### src/rtl/score_pkg.sv
// -----------------------------------------------------------------------------
// score_pkg
// Shared types and constants for the Snakes score keeper.
//   bcd_t         : one BCD digit (0..9, never 10..15)
//   score_state_t : PLAY / OVER game state
//   BCD_MAX       : largest BCD digit value
//   bcd2_inc()    : increments a two-digit BCD value {tens, ones}
// -----------------------------------------------------------------------------
package score_pkg;

   typedef logic [3:0] bcd_t;

   typedef enum logic {
      PLAY = 1'b0,
      OVER = 1'b1
   } score_state_t;

   localparam bcd_t BCD_MAX = 4'd9;

   // Caller guarantees the value is below 99, so the tens digit never wraps.
   function automatic logic [7:0] bcd2_inc(input bcd_t t, input bcd_t o);
      if (o == BCD_MAX) begin
         return {t + 4'd1, 4'd0};
      end
      return {t, o + 4'd1};
   endfunction

endpackage

### src/rtl/bcd_digit.sv
// -----------------------------------------------------------------------------
// bcd_digit
// One decimal counter digit, 0..9, wrapping to 0 with a carry out.
// Ports:
//   clk   in  system clock
//   nrst  in  synchronous active-low reset (digit -> 0)
//   clr   in  synchronous clear (digit -> 0), priority over inc
//   inc   in  count enable
//   digit out current BCD value
//   carry out inc && digit == 9 (combinational)
// -----------------------------------------------------------------------------
module bcd_digit
   import score_pkg::*;
(
   input  logic       clk,
   input  logic       nrst,
   input  logic       clr,
   input  logic       inc,
   output logic [3:0] digit,
   output logic       carry
);

   bcd_t digit_q, digit_d;

   always_comb begin
      digit_d = digit_q;
      if (clr) begin
         digit_d = '0;
      end else if (inc) begin
         digit_d = (digit_q == BCD_MAX) ? '0 : digit_q + 4'd1;
      end
   end

   always_ff @(posedge clk) begin
      if (!nrst) begin
         digit_q <= '0;
      end else begin
         digit_q <= digit_d;
      end
   end

   assign digit = digit_q;
   assign carry = inc && (digit_q == BCD_MAX);

endmodule

### src/rtl/score_counter.sv
// -----------------------------------------------------------------------------
// score_counter
// Two-digit BCD score keeper with session high score and PLAY/OVER state.
// Drives the seven-segment decoder digits and enables directly; leading-zero
// blanking of the tens digit and game-over blinking happen via the enables.
// Optional feature macro: SCORE_BLINK_EN (builds the blink counter/phase).
// Parameters:
//   MAX_SCORE  saturation value, 1..99
//   BLINK_DIV  clk cycles per blink half-period in OVER (>= 2)
// Ports:
//   clk, nrst                clock, synchronous active-low reset
//   inc, game_over, restart  one-cycle event pulses
//   ones, tens               current score digits (BCD)
//   ones_en, tens_en         decoder enables
//   hi_ones, hi_tens         high score digits (BCD)
//   max_reached              score == MAX_SCORE
//   over                     state is OVER
// -----------------------------------------------------------------------------
module score_counter
   import score_pkg::*;
#(
   parameter int unsigned MAX_SCORE = 99,
   parameter int unsigned BLINK_DIV = 6_000_000
) (
   input  logic       clk,
   input  logic       nrst,
   input  logic       inc,
   input  logic       game_over,
   input  logic       restart,
   output logic [3:0] ones,
   output logic [3:0] tens,
   output logic       ones_en,
   output logic       tens_en,
   output logic [3:0] hi_ones,
   output logic [3:0] hi_tens,
   output logic       max_reached,
   output logic       over
);

   localparam bcd_t MAX_TENS = bcd_t'(MAX_SCORE / 10);
   localparam bcd_t MAX_ONES = bcd_t'(MAX_SCORE % 10);

   score_state_t state_q, state_d;
   bcd_t         hi_ones_q, hi_ones_d;
   bcd_t         hi_tens_q, hi_tens_d;
   logic         at_max;
   logic         in_over;
   logic         inc_ones;
   logic         ones_carry;
   logic         tens_carry_unused;
   logic         blink_on;
   logic [7:0]   score_nxt;

   assign in_over  = (state_q == OVER);
   assign at_max   = (tens == MAX_TENS) && (ones == MAX_ONES);
   // Saturation gate: only the ones digit needs it, tens follows its carry.
   assign inc_ones = inc && !restart && !in_over && !at_max;

   bcd_digit u_ones (
      .clk   (clk),
      .nrst  (nrst),
      .clr   (restart),
      .inc   (inc_ones),
      .digit (ones),
      .carry (ones_carry)
   );

   bcd_digit u_tens (
      .clk   (clk),
      .nrst  (nrst),
      .clr   (restart),
      .inc   (ones_carry),
      .digit (tens),
      .carry (tens_carry_unused)
   );

   // score_nxt is the score the digits will hold after this edge, so an
   // inc coinciding with game_over is already included in the high-score compare.
   always_comb begin
      state_d   = state_q;
      hi_ones_d = hi_ones_q;
      hi_tens_d = hi_tens_q;
      score_nxt = inc_ones ? bcd2_inc(tens, ones) : {tens, ones};
      if (restart) begin
         state_d = PLAY;
      end else if (!in_over && game_over) begin
         state_d = OVER;
         // Packed BCD digits compare correctly as a plain binary number.
         if (score_nxt > {hi_tens_q, hi_ones_q}) begin
            hi_tens_d = score_nxt[7:4];
            hi_ones_d = score_nxt[3:0];
         end
      end
   end

   always_ff @(posedge clk) begin
      if (!nrst) begin
         state_q   <= PLAY;
         hi_ones_q <= '0;
         hi_tens_q <= '0;
      end else begin
         state_q   <= state_d;
         hi_ones_q <= hi_ones_d;
         hi_tens_q <= hi_tens_d;
      end
   end

`ifdef SCORE_BLINK_EN
   localparam int unsigned CW = $clog2(BLINK_DIV);

   logic [CW-1:0] blink_cnt_q, blink_cnt_d;
   logic          blink_ph_q, blink_ph_d;

   // Counter is held cleared outside OVER, so every OVER entry starts at 0/phase 1.
   always_comb begin
      blink_cnt_d = blink_cnt_q;
      blink_ph_d  = blink_ph_q;
      if (restart || !in_over) begin
         blink_cnt_d = '0;
         blink_ph_d  = 1'b1;
      end else if (blink_cnt_q == CW'(BLINK_DIV - 1)) begin
         blink_cnt_d = '0;
         blink_ph_d  = !blink_ph_q;
      end else begin
         blink_cnt_d = blink_cnt_q + CW'(1);
      end
   end

   always_ff @(posedge clk) begin
      if (!nrst) begin
         blink_cnt_q <= '0;
         blink_ph_q  <= 1'b1;
      end else begin
         blink_cnt_q <= blink_cnt_d;
         blink_ph_q  <= blink_ph_d;
      end
   end

   assign blink_on = blink_ph_q;
`else
   // BLINK_DIV only matters when blinking is built in.
   localparam int unsigned blink_div_unused = BLINK_DIV;

   assign blink_on = 1'b1;
`endif

   assign ones_en     = !in_over || blink_on;
   assign tens_en     = (tens != '0) && (!in_over || blink_on);
   assign max_reached = at_max;
   assign over        = in_over;
   assign hi_ones     = hi_ones_q;
   assign hi_tens     = hi_tens_q;

endmodule

### config.mk
export PLATFORM = sky130hd
export DESIGN_NAME = score_counter
export DESIGN_NICKNAME = d
export VERILOG_FILES = /design/src/rtl/score_pkg.sv /design/src/rtl/bcd_digit.sv /design/src/rtl/score_counter.sv
export SDC_FILE = /design/constraint.sdc
export NUM_CORES = 1
export LEC_CHECK = 0
export ABC_AREA = 0
export BUFFER_PORTS_ARGS = -buffer_cell sky130_fd_sc_hd__buf_4
export CORE_AREA = 8 8 52 85
export DETAILED_ROUTE_END_ITERATION = 8
export DIE_AREA = 0 0 60 93
export PLACE_DENSITY = 0.57
export SLEW_MARGIN = 20
export SYNTH_ARGS = -nofsm -noshare
export SYNTH_HDL_FRONTEND = slang
export SYNTH_SLANG_ARGS = --single-unit
### constraint.sdc
create_clock -name clk -period 2.4 [get_ports clk]
set_input_delay 0 -clock clk [delete_from_list [all_inputs] [get_ports clk]]
set_output_delay 0 -clock clk [all_outputs]
set_load 0.05 [all_outputs]
Yosys cells after proc, flatten, opt, wreduce, memory -nomap -nowiden
Index checks and enable logic that the tools add are counted.
Word-level totals
  input port bits: 5
  flip-flop bits (word level): 17
Operators by class
  bitwise logic cells: 2
  eq/ne operators: 2
  $add $sub $neg: 2
  reduce and logical (&&, ||, !) cells: 12
  $lt $le $gt $ge: 1
  muxes and demuxes: 6
Operators with widths (number)
  $mux 8: 3
  $add 4x1->4 const B: 2
  $eq 4x4->1 const B: 2
  $gt 8x8->1: 1
  $mux 4: 2
  $logic_and 1x1->1: 6
  $reduce_bool 4->1: 1
  $logic_not 1->1: 3
  $reduce_and 3->1: 1
  $not 1->1: 2
  $reduce_or 2->1: 1
  $mux 1: 1

Logic depth before layout (Yosys ltp)
Gate-level depths: netlist (run 1).
  depth after elaboration: 7
  gate-level depth with buffers: 13
  gate-level depth less buffers: 12

By module
From an unflattened synthesis (run 1), not the netlist that was laid out.
Unflattened totals
  cell total of the unflattened synthesis: 147
  area, all modules: 1244.9 um^2
Modules (own cells, without submodules)
  score_counter: times used 1, cells each 105, area an instance 869.6 um^2, sequential area each 180.2 um^2
  bcd_digit: times used 2, cells each 21, area an instance 187.7 um^2, sequential area each 80.1 um^2

Worst setup path before layout (run 1)
OpenSTA, ideal clock, no wires.
  path kind: register -> register
  start: register u_ones.digit_q[1], in the netlist u_ones.digit[1]
  end: register hi_ones_q[0], in the netlist hi_ones[0]
  setup time: 0.151 ns
  cell stages (with the launch flop): 13
  setup slack: -0.603 ns
  arrival time: 2.852 ns
  data required time: 2.249 ns
  cell sequence: dfxtp_1 -> inv_1 -> ha_1 -> and3b_1 -> nand3_2 -> mux2_2 -> ha_1 -> nand4_1 -> or3_1 -> and4_4 -> buf_6 -> a21oi_1 -> a311oi_1
On the way
  word-level cells in the longest chain between the ends: 7
  elaborated cells between the ends (all ways): 10
Ends and longest elaborated chain
  start: declaration: line bcd_digit.sv:23  | bcd_t digit_q, digit_d;
  start signal: assignment: line bcd_digit.sv:38  | digit_q <= digit_d;
  $eq 4x4->1 *: line score_pkg.sv:22, score_counter.sv:55
  $logic_and 1x1->1: line score_counter.sv:55  | assign at_max = (tens == MAX_TENS) && (ones == MAX_ONES);
  $logic_not 1->1: line score_counter.sv:57  | assign inc_ones = inc && !restart && !in_over && !at_max;
  $logic_and 1x1->1: line score_counter.sv:57
  $mux 8 *: line score_counter.sv:83  | score_nxt = inc_ones ? bcd2_inc(tens, ones) : {tens, ones};
  via score_nxt[5]: line score_counter.sv:52  | logic [7:0] score_nxt;
  $gt 8x8->1 *: line score_counter.sv:89  | if (score_nxt > {hi_tens_q, hi_ones_q}) begin
  $reduce_and 3->1 (no line) *
  end signal: assignment: line score_counter.sv:103  | hi_ones_q <= hi_ones_d;
  end: declaration: line score_counter.sv:44  | bcd_t hi_ones_q, hi_ones_d;
Mark *: on every way through the listed nets, which the timed path passes. The rest lies on a longest branch.
A chain may end at the register's enable or synchronous reset.

Worst setup path after layout (run 1)
  start: register u_ones.digit_q[1], in the netlist u_ones.digit[1]
  end: register hi_tens_q[1], in the netlist hi_tens[1]
On the way
  word-level cells in the longest chain between the ends: 7
  elaborated cells between the ends (all ways): 10
Ends and longest elaborated chain
  $eq 4x4->1 *: line score_pkg.sv:22, score_counter.sv:55
  $logic_and 1x1->1: line score_counter.sv:55
  $logic_not 1->1: line score_counter.sv:57
  $logic_and 1x1->1: line score_counter.sv:57
  $mux 8 *: line score_counter.sv:83
  via score_nxt[4]: line score_counter.sv:52
  $gt 8x8->1 *: line score_counter.sv:89
  $reduce_and 3->1 (no line) *
  end signal: assignment: line score_counter.sv:104  | hi_tens_q <= hi_tens_d;
  end: declaration: line score_counter.sv:45  | bcd_t hi_tens_q, hi_tens_d;
Marks and branches as above.

==> results of run 1 <==
per-stage QoR:
step                TNS (ns)    util  power [W]
floorplan             -1.119       -  0.0005925
CTS                  -0.7945  0.4786  0.0009497
detailed placement   -0.9604  0.4440  0.0006953
global placement     -0.7668  0.4440  0.0006891
global route          -2.717  0.5327   0.001136
finish                -1.828  0.5327   0.001075
final cells by class:
type                    count  area [µm²]  share of cell area
clock buffers               4       45.04             0.02541
inverters                  12       45.04             0.02541
multi-input cells          93       822.0              0.4637
flip-flops and latches     17       361.6              0.2040
well taps                  45       56.30             0.03176
repair buffers             58       442.9              0.2498
final timing paths:
| kind | endpoint | start |
|---|---|---|
| setup reg to reg | hi_tens[1] | u_ones.digit[1] |
| hold reg to reg | hi_ones[2] | hi_ones[2] |
| hold / removal | over | nrst |
| setup / recovery | hi_tens[1] | u_ones.digit[1] |
routing by layer:
layer,up-vias,global-route usage,share of wire
li1,557,-,-
met1,554,0.1092,0.38
met2,23,0.2127,0.57
met3,2,0.02201,0.033
met4,0,0.06212,0.012
met5,-,0,0
sequential cells by signal, summed over array words and instances (netlist names):
name,flops
hi_ones,4
hi_tens,4
u_ones.digit,4
u_tens.digit,4
over,1
worst max-delay path, delay by kind of cell (launching register included):
family                     cells  cell delay, ns
AOI/OAI and AO/OA              2            0.24
adders and majority gates      2            0.44
xor gates and xnor gates       1            0.14
and+or+nand+nor                5            0.92
buffers and inverters          4            0.49
DFF                            1            0.34
Yosys cell counts, drive strengths merged:
| master | instances |
|---|---|
| dfxtp | 17 |
| and3b | 2 |
| and3 | 2 |
| nor2b | 5 |
| nor3 | 14 |
| xnor2 | 3 |
| nor3b | 2 |
| nand4 | 3 |
| conb | 1 |
| o2111ai | 1 |
| mux2 | 2 |
| and4 | 1 |
| nand2b | 1 |
| buf | 2 |
| inv | 12 |
| o2111a | 1 |
| or3 | 1 |
| ha | 13 |
| nand3 | 2 |
| a311oi | 1 |
| o211ai | 1 |
| o21ba | 1 |
| nor2 | 9 |
| a21oi | 14 |
| or2 | 1 |
| nand2 | 6 |
| nand3b | 2 |
| o2bb2ai | 1 |
| o21ai | 2 |
cell usage in the layout (no fill, tap or decap), types with 2 or more instances in the layout:
| cell type | n |
|---|---|
| and3_1 | 2 |
| dfxtp_2 | 5 |
| buf_6 | 2 |
| a21oi_2 | 5 |
| nand2_1 | 5 |
| dfxtp_4 | 4 |
| nand4_1 | 3 |
| nor3_1 | 5 |
| clkbuf_8 | 3 |
| ha_4 | 2 |
| inv_2 | 2 |
| dfxtp_1 | 8 |
| nor3_2 | 6 |
| nor2_1 | 9 |
| nand3b_1 | 2 |
| nor3_4 | 3 |
| nor2b_1 | 5 |
| inv_1 | 10 |
| buf_4 | 54 |
| a21oi_1 | 8 |
| and4_4 | 2 |
| xnor2_1 | 2 |
| ha_1 | 10 |
where the power goes:
part	leakage [nW]	switching [W]	internal (W)
registers	0.143	0.0000195	0.000302
logic	0.625	0.000321	0.000218
clock network	0.0228	0.0000965	0.000118
total	0.791	0.000437	0.000637
logic make-up after synthesis:
group	count (synthesis)	share of synthesized area
AO/OA/AOI/OAI	22	0.1281
AND/OR/NAND/NOR	51	0.2847
adder cells (fa/ha/maj)	13	0.1542
multiplexers	2	0.02135
buffers and inverters	14	0.06050
other	1	0.003555
XOR/XNOR	3	0.02492
flip-flops	17	0.3227
what timing repair did:
item,4_1_cts,5_1_grt
buffers inserted,4,8
cloned,0,2
hold buffers,1,0
resized for setup,8,22
pin swaps,3,14
setup endpoints to repair,8,8
endpoints found under the hold margin,1,0
==> metrics.md, run 1 <==
| Metric | Value |
|---|---|
| Total GRT Usage | `0.1138` |
| Longest Clk Path Bufs | `2` |
| H-Tree Depth | `1` |
| Net count after synthesis | `141` |
| Avg Cell Area, Syn | `8.575 µm²` |
| FF-to-FF setup slack | `-0.26 ns` |
| Final Cell Area | `1773 µm²` |
| Setup slack after layout | `-0.2649 ns` |
| Length of the first detailed-routing pass in iterations | `4` |
| Gr ovfl total | `0` |
| Peak Freq | `375.2 MHz` |
| # setup viols final | `8` |
| Total routed wirelength | `~3.5 mm` |
| RD Place Congestion | `roughly 0.89` |
| Max IR drop VDD | `444.0 µV` |
| Cts bufs inserted | `3` |
| Crit path DAT | `around 2.8 ns` |
| Netlist cell types | `34` |
| DR DRC count | `0` |
| DRT antenna net count | `0` |
| Seq/Total Area, Yosys | `0.3227` |
| Global-route wire length before repair | `between 4 and 5 mm` |
| FF-to-FF path depth | `14` |
| Outcome | `finished, violations left` |
| Final hold slack | `0.2290 ns` |
| Synthesized instance count | `123` |
| Antenna Cells | `0` |
| Setup CP Type | `flip-flop to flip-flop` |
| Die Height | `a little over 90 µm` |
| Vias | `1,136` |
| Starting Density | `0.3169` |
| CTS tree | `built` |
| Cell taking the most area after synthesis | `dfxtp_1` |
| Crit-path cells | `inv_2 > ha_4 > and3b_2 > nand3_2 > buf_4 > xnor2_2 > ha_2 > nand4_1 > o211ai_1 > buf_4 > buf_4 > and4_4 > a21oi_2 > nor3_1` |
| Flops & latches, synth | `17` |
| DR vias/cell | `between 4 and 5` |
| Largest cells by area after synthesis | `dfxtp_1 (32%), ha_1 (15%), a21oi_1 (6.6%), nor3_1 (6.6%), inv_1 (4.3%)` |
| Pre-CTS setup slack | `-0.1673 ns` |
| Crit path max-delay cell type | `dfxtp_4` |
| Critical Path Fanout Max | `4` |
| Vias in the first global route | `about 1,100` |
| Die extent in x | `about 60 µm` |
| Unrepaired setup endpoints after global routing | `yes` |
| Final Critical Period | `about 2.7 ns` |
| Cell Rows | `28` |
| Hold path depth | `3` |
| Fill count | `306` |
| Clk_lat worst skew | `0.25 ns` |
| Failing checks | `setup timing` |
| Worst Path Required | `approximately 2.6 ns` |
| Mapped Area | `1055 µm²` |
| Largest net degree at the start of global routing | `10` |
| Max Transition Viols Final | `0` |
| Yosys warns | `0` |
| Final HPWL DP | `about 2.4 mm` |
| Placed cell area | `1478 µm²` |
| CTS root buf | `clkbuf_8` |
| Port Buffers | `23` |
| Top cell type's share of synthesized area | `0.3227` |
| Final #Nets | `roughly 200` |
| Max Cap Violations | `0` |
| Leak pwr | `0.7910 nW` |
| Crit path launch type | `flip-flop` |
| Die area | `5580 µm²` |
| Hold Crit Class | `input port to flip-flop` |
| Iter 0 DRT Violations | `16` |
| CTS clk-pin slew, worst paths | `0.07 ns` |
| Final hold viol count | `0` |
| Worst Skew | `approximately 0.0022 ns` |
| Boundary Pins | `25` |
| Core area | `~3300 µm²` |
| P&R area growth vs syn | `68.09%` |
| Layout cells sized above 1 | `0.5652` |
| Placed insts | `210` |
| Non-filler instance count after layout | `approximately 230` |
| Avg WL per Cell | `~15 µm` |
| Power Density | `around 610 nW/µm²` |
| Slowest cell delay on critical path | `roughly 0.34 ns` |
| Sink Count | `17` |
| Initial antenna violation count | `0` |
| CP Capture Type | `flip-flop` |
| Period Utilization, post-route | `1.110` |
| Most used cell, CP | `buf_4` |
Note: power is estimated with default switching activity, not from simulation.
==> run 2: changes to the inputs <==
Settings changed: CTS_BUF_LIST set to sky130_fd_sc_hd__clkbuf_8.
==> run 2 against run 1 <==
Against the previous run:
- the flow still finishes with violations (setup timing)
- fmax grew 1.2%
- register-to-register slack gained 0.03 ns
- total power shrank 5.3%
- setup slack gained 0.031 ns
- largest power group unchanged
==> metrics.md, run 2 (same netlist as run 1, synthesis figures left out) <==
| Metric | Value |
|---|---|
| DR DRC count | `0 (unchanged)` |
| Reg area | `361.6 µm² (unchanged)` |
| Cell Rows | `28 (unchanged)` |
| Initial antenna violation count | `0 (unchanged)` |
| DRT antenna net count | `0 (unchanged)` |
| Antenna Cells | `0 (unchanged)` |
| P&R area growth vs syn | `60.62%` |
| Vias | `1,128 (-0.70%)` |
| M1 GR Usage | `0.1084 (-0.0008032)` |
| Util after Layout | `0.5090 (-0.02368)` |
| Placed cell area | `1478 µm² (unchanged)` |
| Layout cells sized above 1 | `0.5196 (-0.04566)` |
| Failing checks | `setup timing` |
| RD Place Congestion | `0.8938 (unchanged)` |
| Final #Nets | `198 (-2.5%)` |
| Busiest grt layer | `met2` |
| CTS clk-pin slew, worst paths | `0.07 ns (about the same)` |
| Commonest non-fill, non-tap cell in the layout | `buf_4` |
| Final Cell Area | `1694 µm² (-4.4%)` |
| Die area | `5580 µm² (unchanged)` |
| Setup CP Type | `flip-flop to flip-flop` |
| Unrepaired setup endpoints after global routing | `yes` |
| CTS tree | `built` |
| Iter 0 DRT Violations | `31 (+15)` |
| Length of the first detailed-routing pass in iterations | `4 (unchanged)` |
| Total routed wirelength | `3.218 mm (-6.7%)` |
| Fill count | `309 (+0.98%)` |
| Port Buffers | `23 (unchanged)` |
| FF-to-FF setup slack | `-0.23 ns (+0.03 ns)` |
| Die Height | `93 µm (unchanged)` |
| Placed insts | `210 (unchanged)` |
| Critical Path Source | `u_ones.digit[1]` |
| Global-route wire length before repair | `4.954 mm (unchanged)` |
| Crit path DAT | `2.82 ns (about the same)` |
| Met3 Use GR | `0.02201 (unchanged)` |
| Clk_lat worst skew | `0.25 ns (about the same)` |
| Setup slack after layout | `-0.2338 ns (+0.03107 ns)` |
| Power Total | `0.001018 W (-5.3%)` |
| Total GRT Usage | `0.1132 (-0.0005444)` |
| Period Utilization, post-route | `1.097 (-0.01295)` |
| Peak Freq | `379.7 MHz (+1.2%)` |
| Final hold viol count | `0 (unchanged)` |
| Power Density | `600.8 nW/µm² (-0.87%)` |
| Crit path launch type | `flip-flop` |
| CTS root buf | `clkbuf_8` |
| Avg WL per Cell | `14.37 µm (-4.6%)` |
| Critical Path Fanout Max | `4 (unchanged)` |
| HP Start | `nrst` |
| Vias in the first global route | `1,144 (+0.79%)` |
| RR Startpoint | `u_ones.digit[1]` |
| Final Critical Period | `2.634 ns (-0.03107 ns)` |
| Final hold slack | `0.2222 ns (-0.006799 ns)` |
| Final HPWL DP | `2.404 mm (unchanged)` |
| CP Capture Type | `flip-flop` |
| Cts bufs inserted | `3 (unchanged)` |
| Outcome | `finished, violations left` |
| Core area | `3328 µm² (unchanged)` |
| DR vias/cell | `5.036 (+1.5%)` |
| Gr ovfl total | `0 (unchanged)` |
| Sink Count | `17 (unchanged)` |
| Footprint of the multi-input gates | `779.5 µm² (-5.2%)` |
| Worst Skew | `0.001476 ns (-0.0007278 ns)` |
| FF-to-FF path depth | `12 (-2)` |
| Worst Path Required | `2.58 ns (about the same)` |
| Largest net degree at the start of global routing | `10 (unchanged)` |
| Non-filler instance count after layout | `224 (-2.2%)` |
| Boundary Pins | `25 (unchanged)` |
| Starting Density | `0.3169 (unchanged)` |
| H-Tree Depth | `1 (unchanged)` |
| Die extent in x | `60 µm (unchanged)` |
| Longest Clk Path Bufs | `2 (unchanged)` |
| Hold path depth | `3 (unchanged)` |
| Leak pwr | `0.7582 nW (-4.1%)` |
| Max Transition Viols Final | `0 (unchanged)` |
| # setup viols final | `8 (unchanged)` |
| Max Cap Violations | `0 (unchanged)` |
| Hold Crit Class | `input port to flip-flop` |
| Met2 usage | `0.2081 (-0.004525)` |
| Max IR drop VDD | `443.0 µV (-0.21%)` |
| Commonest non-fill, non-tap cells in the layout | `buf_4 (51), inv_1 (11), ha_1 (10)` |
==> run 2: final timing paths <==
path / to
worst max-delay path: hi_ones[3]
worst min-delay path: over
worst max register to register: hi_ones[3]
worst min register to register: hi_ones[0]
==> run 2: area by class of cell <==
class                   count  share of cell area
clock buffers               3             0.02437
well taps                  45             0.03323
flip-flops and latches     17              0.2134
multi-input cells          93              0.4601
inverters                  12             0.02807
clock inverters             1            0.002216
repair buffers             53              0.2386
==> run 2: report_power, final <==
| part | internal [W] | leakage [nW] | switching [W] |
|---|---|---|---|
| Clock | 0.000114 | 0.0269 | 0.000101 |
| Sequential | 0.000301 | 0.143 | 0.0000198 |
| Combinational | 0.000185 | 0.588 | 0.000297 |
==> run 2: timing repair <==
item / CTS / global route
setup buffers: 4 / 4
endpoints found under the setup margin: 8 / 8
cloned: 0 / 1
pin swaps: 3 / 10
gates resized for setup: 8 / 13
hold endpoints to repair: 1 / 0
hold buffers: 1 / 0
==> run 2: critical path: stages, from the launching register on <==
cell and delay, ns:
dfxtp_4 0.34, inv_2 0.06, ha_4 0.12, and3b_2 0.23, nand3_2 0.12, mux2_4 0.34, ha_4 0.27, nand4_1 0.12
or3_4 0.41, nand4_1 0.19, buf_4 0.17, nor3_4 0.04, nor3_2 0.15
==> run 2: layer usage <==
| metal | up-vias | wire length (µm) |
|---|---|---|
| li1 | 546 | - |
| met1 | 542 | 1184 |
| met2 | 36 | 1830 |
| met3 | 4 | 152 |
| met4 | 0 | 50 |
| met5 | - | 0 |
==> run 2: per-stage QoR <==
stage,setup slack [ns],setup TNS [ns]
global route,-0.3557,-2.537
floorplan,-0.1440,-1.119
finish,-0.2338,-1.718
detailed placement,-0.1673,-0.9604
global placement,-0.1413,-0.7668
CTS,-0.1257,-0.7966
==> run 3: changes to the inputs <==
Clock period 2.4 ns to 2.2 ns, I/O delays scaled along.
==> run 3 against run 2 <==
Against the previous run:
- the run still ends with setup timing left
- combinational power up 14%
- total power rose by 11%
- fmax fell by 0.13%
- utilization increased by 2.3 points
- highest routed layer unchanged
- global-route usage up 0.31 points
- via count decreased by 1.9%
- largest cell class unchanged
==> metrics.md, run 3 (same netlist as run 1, synthesis figures left out) <==
| Metric | Value |
|---|---|
| Die extent in x | `60 µm (unchanged)` |
| Final hold viol count | `0 (unchanged)` |
| Fill count | `313 (+1.3%)` |
| Power Density | `641.0 nW/µm² (+6.7%)` |
| Max IR drop VDD | `441.4 µV (-0.38%)` |
| H-Tree Depth | `1 (unchanged)` |
| Hold Crit Class | `input port to flip-flop` |
| Sink Count | `17 (unchanged)` |
| Avg WL per Cell | `14.77 µm (+2.8%)` |
| RD Place Congestion | `0.9110 (+1.9%)` |
| Clk_lat worst skew | `0.25 ns (about the same)` |
| CP Capture Type | `flip-flop` |
| Cell Rows | `28 (unchanged)` |
| Die area | `5580 µm² (unchanged)` |
| Period Utilization, post-route | `1.199 (+0.1014)` |
| Final #Nets | `200 (+1.0%)` |
| Die Height | `93 µm (unchanged)` |
| Clock power frac | `0.204 (-0.007)` |
| P&R area growth vs syn | `67.73%` |
| CTS clk-pin slew, worst paths | `0.06 ns (about the same)` |
| Largest net degree at the start of global routing | `10 (unchanged)` |
| Outcome | `finished, violations left` |
| FF-to-FF path depth | `11 (-1)` |
| Longest Clk Path Bufs | `2 (unchanged)` |
| CTS root buf | `clkbuf_8` |
| Reg power frac | `0.312 (-0.004)` |
| Total routed wirelength | `3.338 mm (+3.7%)` |
| # setup viols final | `8 (unchanged)` |
| Port Buffers | `23 (unchanged)` |
| Unrepaired setup endpoints after global routing | `yes` |
| Final hold slack | `0.2074 ns (-0.01478 ns)` |
| Crit path launch type | `flip-flop` |
| Layout cells sized above 1 | `0.5912 (+0.07161)` |
| Max Transition Viols Final | `0 (unchanged)` |
| Commonest non-fill, non-tap cell in the layout | `buf_4` |
| Gr ovfl total | `0 (unchanged)` |
| Switching Fraction | `0.4145 (+0.003848)` |
| Combinational fraction of design power | `0.485 (+0.012)` |
| Max Cap Violations | `0 (unchanged)` |
| Final HPWL DP | `2.531 mm (+5.3%)` |
| Worst Path Required | `2.33 ns (-0.25 ns)` |
| Total GRT Usage | `0.1163 (+0.003057)` |
| Boundary Pins | `25 (unchanged)` |
| Power Total | `0.001134 W (+11%)` |
| DR DRC count | `0 (unchanged)` |
| Critical Path Fanout Max | `5 (+1)` |
| Vias in the first global route | `1,123 (-1.8%)` |
| Starting Density | `0.3169 (unchanged)` |
| CTS tree | `built` |
| Failing checks | `setup timing` |
| Placed insts | `214 (+1.9%)` |
| Length of the first detailed-routing pass in iterations | `4 (unchanged)` |
| P_int | `0.0006640 W (+11%)` |
| Psw | `0.0004700 W (+12%)` |
| Setup slack after layout | `-0.4373 ns (-0.2035 ns)` |
| Peak Freq | `379.2 MHz (-0.13%)` |
| DR vias/cell | `4.898 (-2.7%)` |
| Leak pwr | `0.7850 nW (+3.5%)` |
| Iter 0 DRT Violations | `23 (-26%)` |
| Commonest non-fill, non-tap cells in the layout | `buf_4 (53), inv_1 (11), nor3_2 (10), ha_1 (10)` |
| Final Critical Period | `2.637 ns (+0.003499 ns)` |
| Global-route wire length before repair | `4.988 mm (+0.69%)` |
| Non-filler instance count after layout | `226 (+0.89%)` |
| Setup CP Type | `flip-flop to flip-flop` |
| Initial antenna violation count | `0 (unchanged)` |
| Vias | `1,107 (-1.9%)` |
| Cts bufs inserted | `3 (unchanged)` |
| Worst Skew | `0.001794 ns (+0.0003179 ns)` |
| Core area | `3328 µm² (unchanged)` |
| Antenna Cells | `0 (unchanged)` |
| DRT antenna net count | `0 (unchanged)` |
| Crit path DAT | `2.76 ns (-0.06 ns)` |
| Hold path depth | `3 (unchanged)` |
| Pre-CTS setup slack | `-0.3972 ns (-0.2298 ns)` |
## run 3: what timing repair did
item | 4_1_cts | 5_1_grt
hold buffers | 1 | 0
resized for setup | 11 | 22
endpoints found under the setup margin | 8 | 8
gates cloned | 0 | 1
endpoints found under the hold margin | 1 | 0
pin swaps | 4 | 16
buffers inserted | 3 | 3
## run 3: worst paths after layout
kind,start,end,slack (ns)
hold reg to reg,hi_ones[3],hi_ones[3],0.54
hold / removal,nrst,u_ones.digit[0],0.21
setup / recovery,u_ones.digit[1],hi_ones[2],-0.44
setup reg to reg,u_ones.digit[1],hi_ones[2],-0.44
## run 3: routing by layer
metal  global-route usage  wire, µm  share of wire
met1               0.1086      1228           0.37
met4              0.06413        85          0.025
met2               0.2244      1901           0.57
met3              0.01651       123          0.037
met5                    0         0              0
## run 3: through the flow
step	setup TNS (ns)	util	instance area [µm²]
after floorplan	-2.719	-	1110
after global placement	-2.436	0.4530	1508
after detailed placement	-2.730	0.4530	1508
after CTS	-2.421	0.4906	1633
after global routing	-4.254	0.5316	1769
final	-3.320	0.5316	1769
## run 3: layout make-up
cell class / instances / area (µm²) / area share
Tap cell: 45 / 56.30 / 0.03182
Clock inverter: 1 / 3.754 / 0.002122
Multi-Input combinational cell: 93 / 839.6 / 0.4745
Timing Repair Buffer: 55 / 419.2 / 0.2369
Clock buffer: 3 / 41.29 / 0.02334
Inverter: 12 / 47.55 / 0.02687
Sequential cell: 17 / 361.6 / 0.2044
## run 3: critical path, stage by stage (launching register included)
cell and delay [ns]:
dfxtp_4 0.35, inv_2 0.04, ha_4 0.14, and3b_2 0.25, nand3_4 0.10, mux2_4 0.33, ha_4 0.27, nand4_1 0.16
or3_4 0.42, and4_4 0.23, a21oi_1 0.16, nor3_1 0.06
## run 3: power groups by stage
stage	combinational [W]	sequential [W]	clock, W
CTS	0.000459	0.000351	0.000238
finish	0.000550	0.000354	0.000231
detailed placement	0.000412	0.000358	0
global placement	0.000405	0.000356	0
global route	0.000584	0.000357	0.000251
floorplan	0.000207	0.000440	0
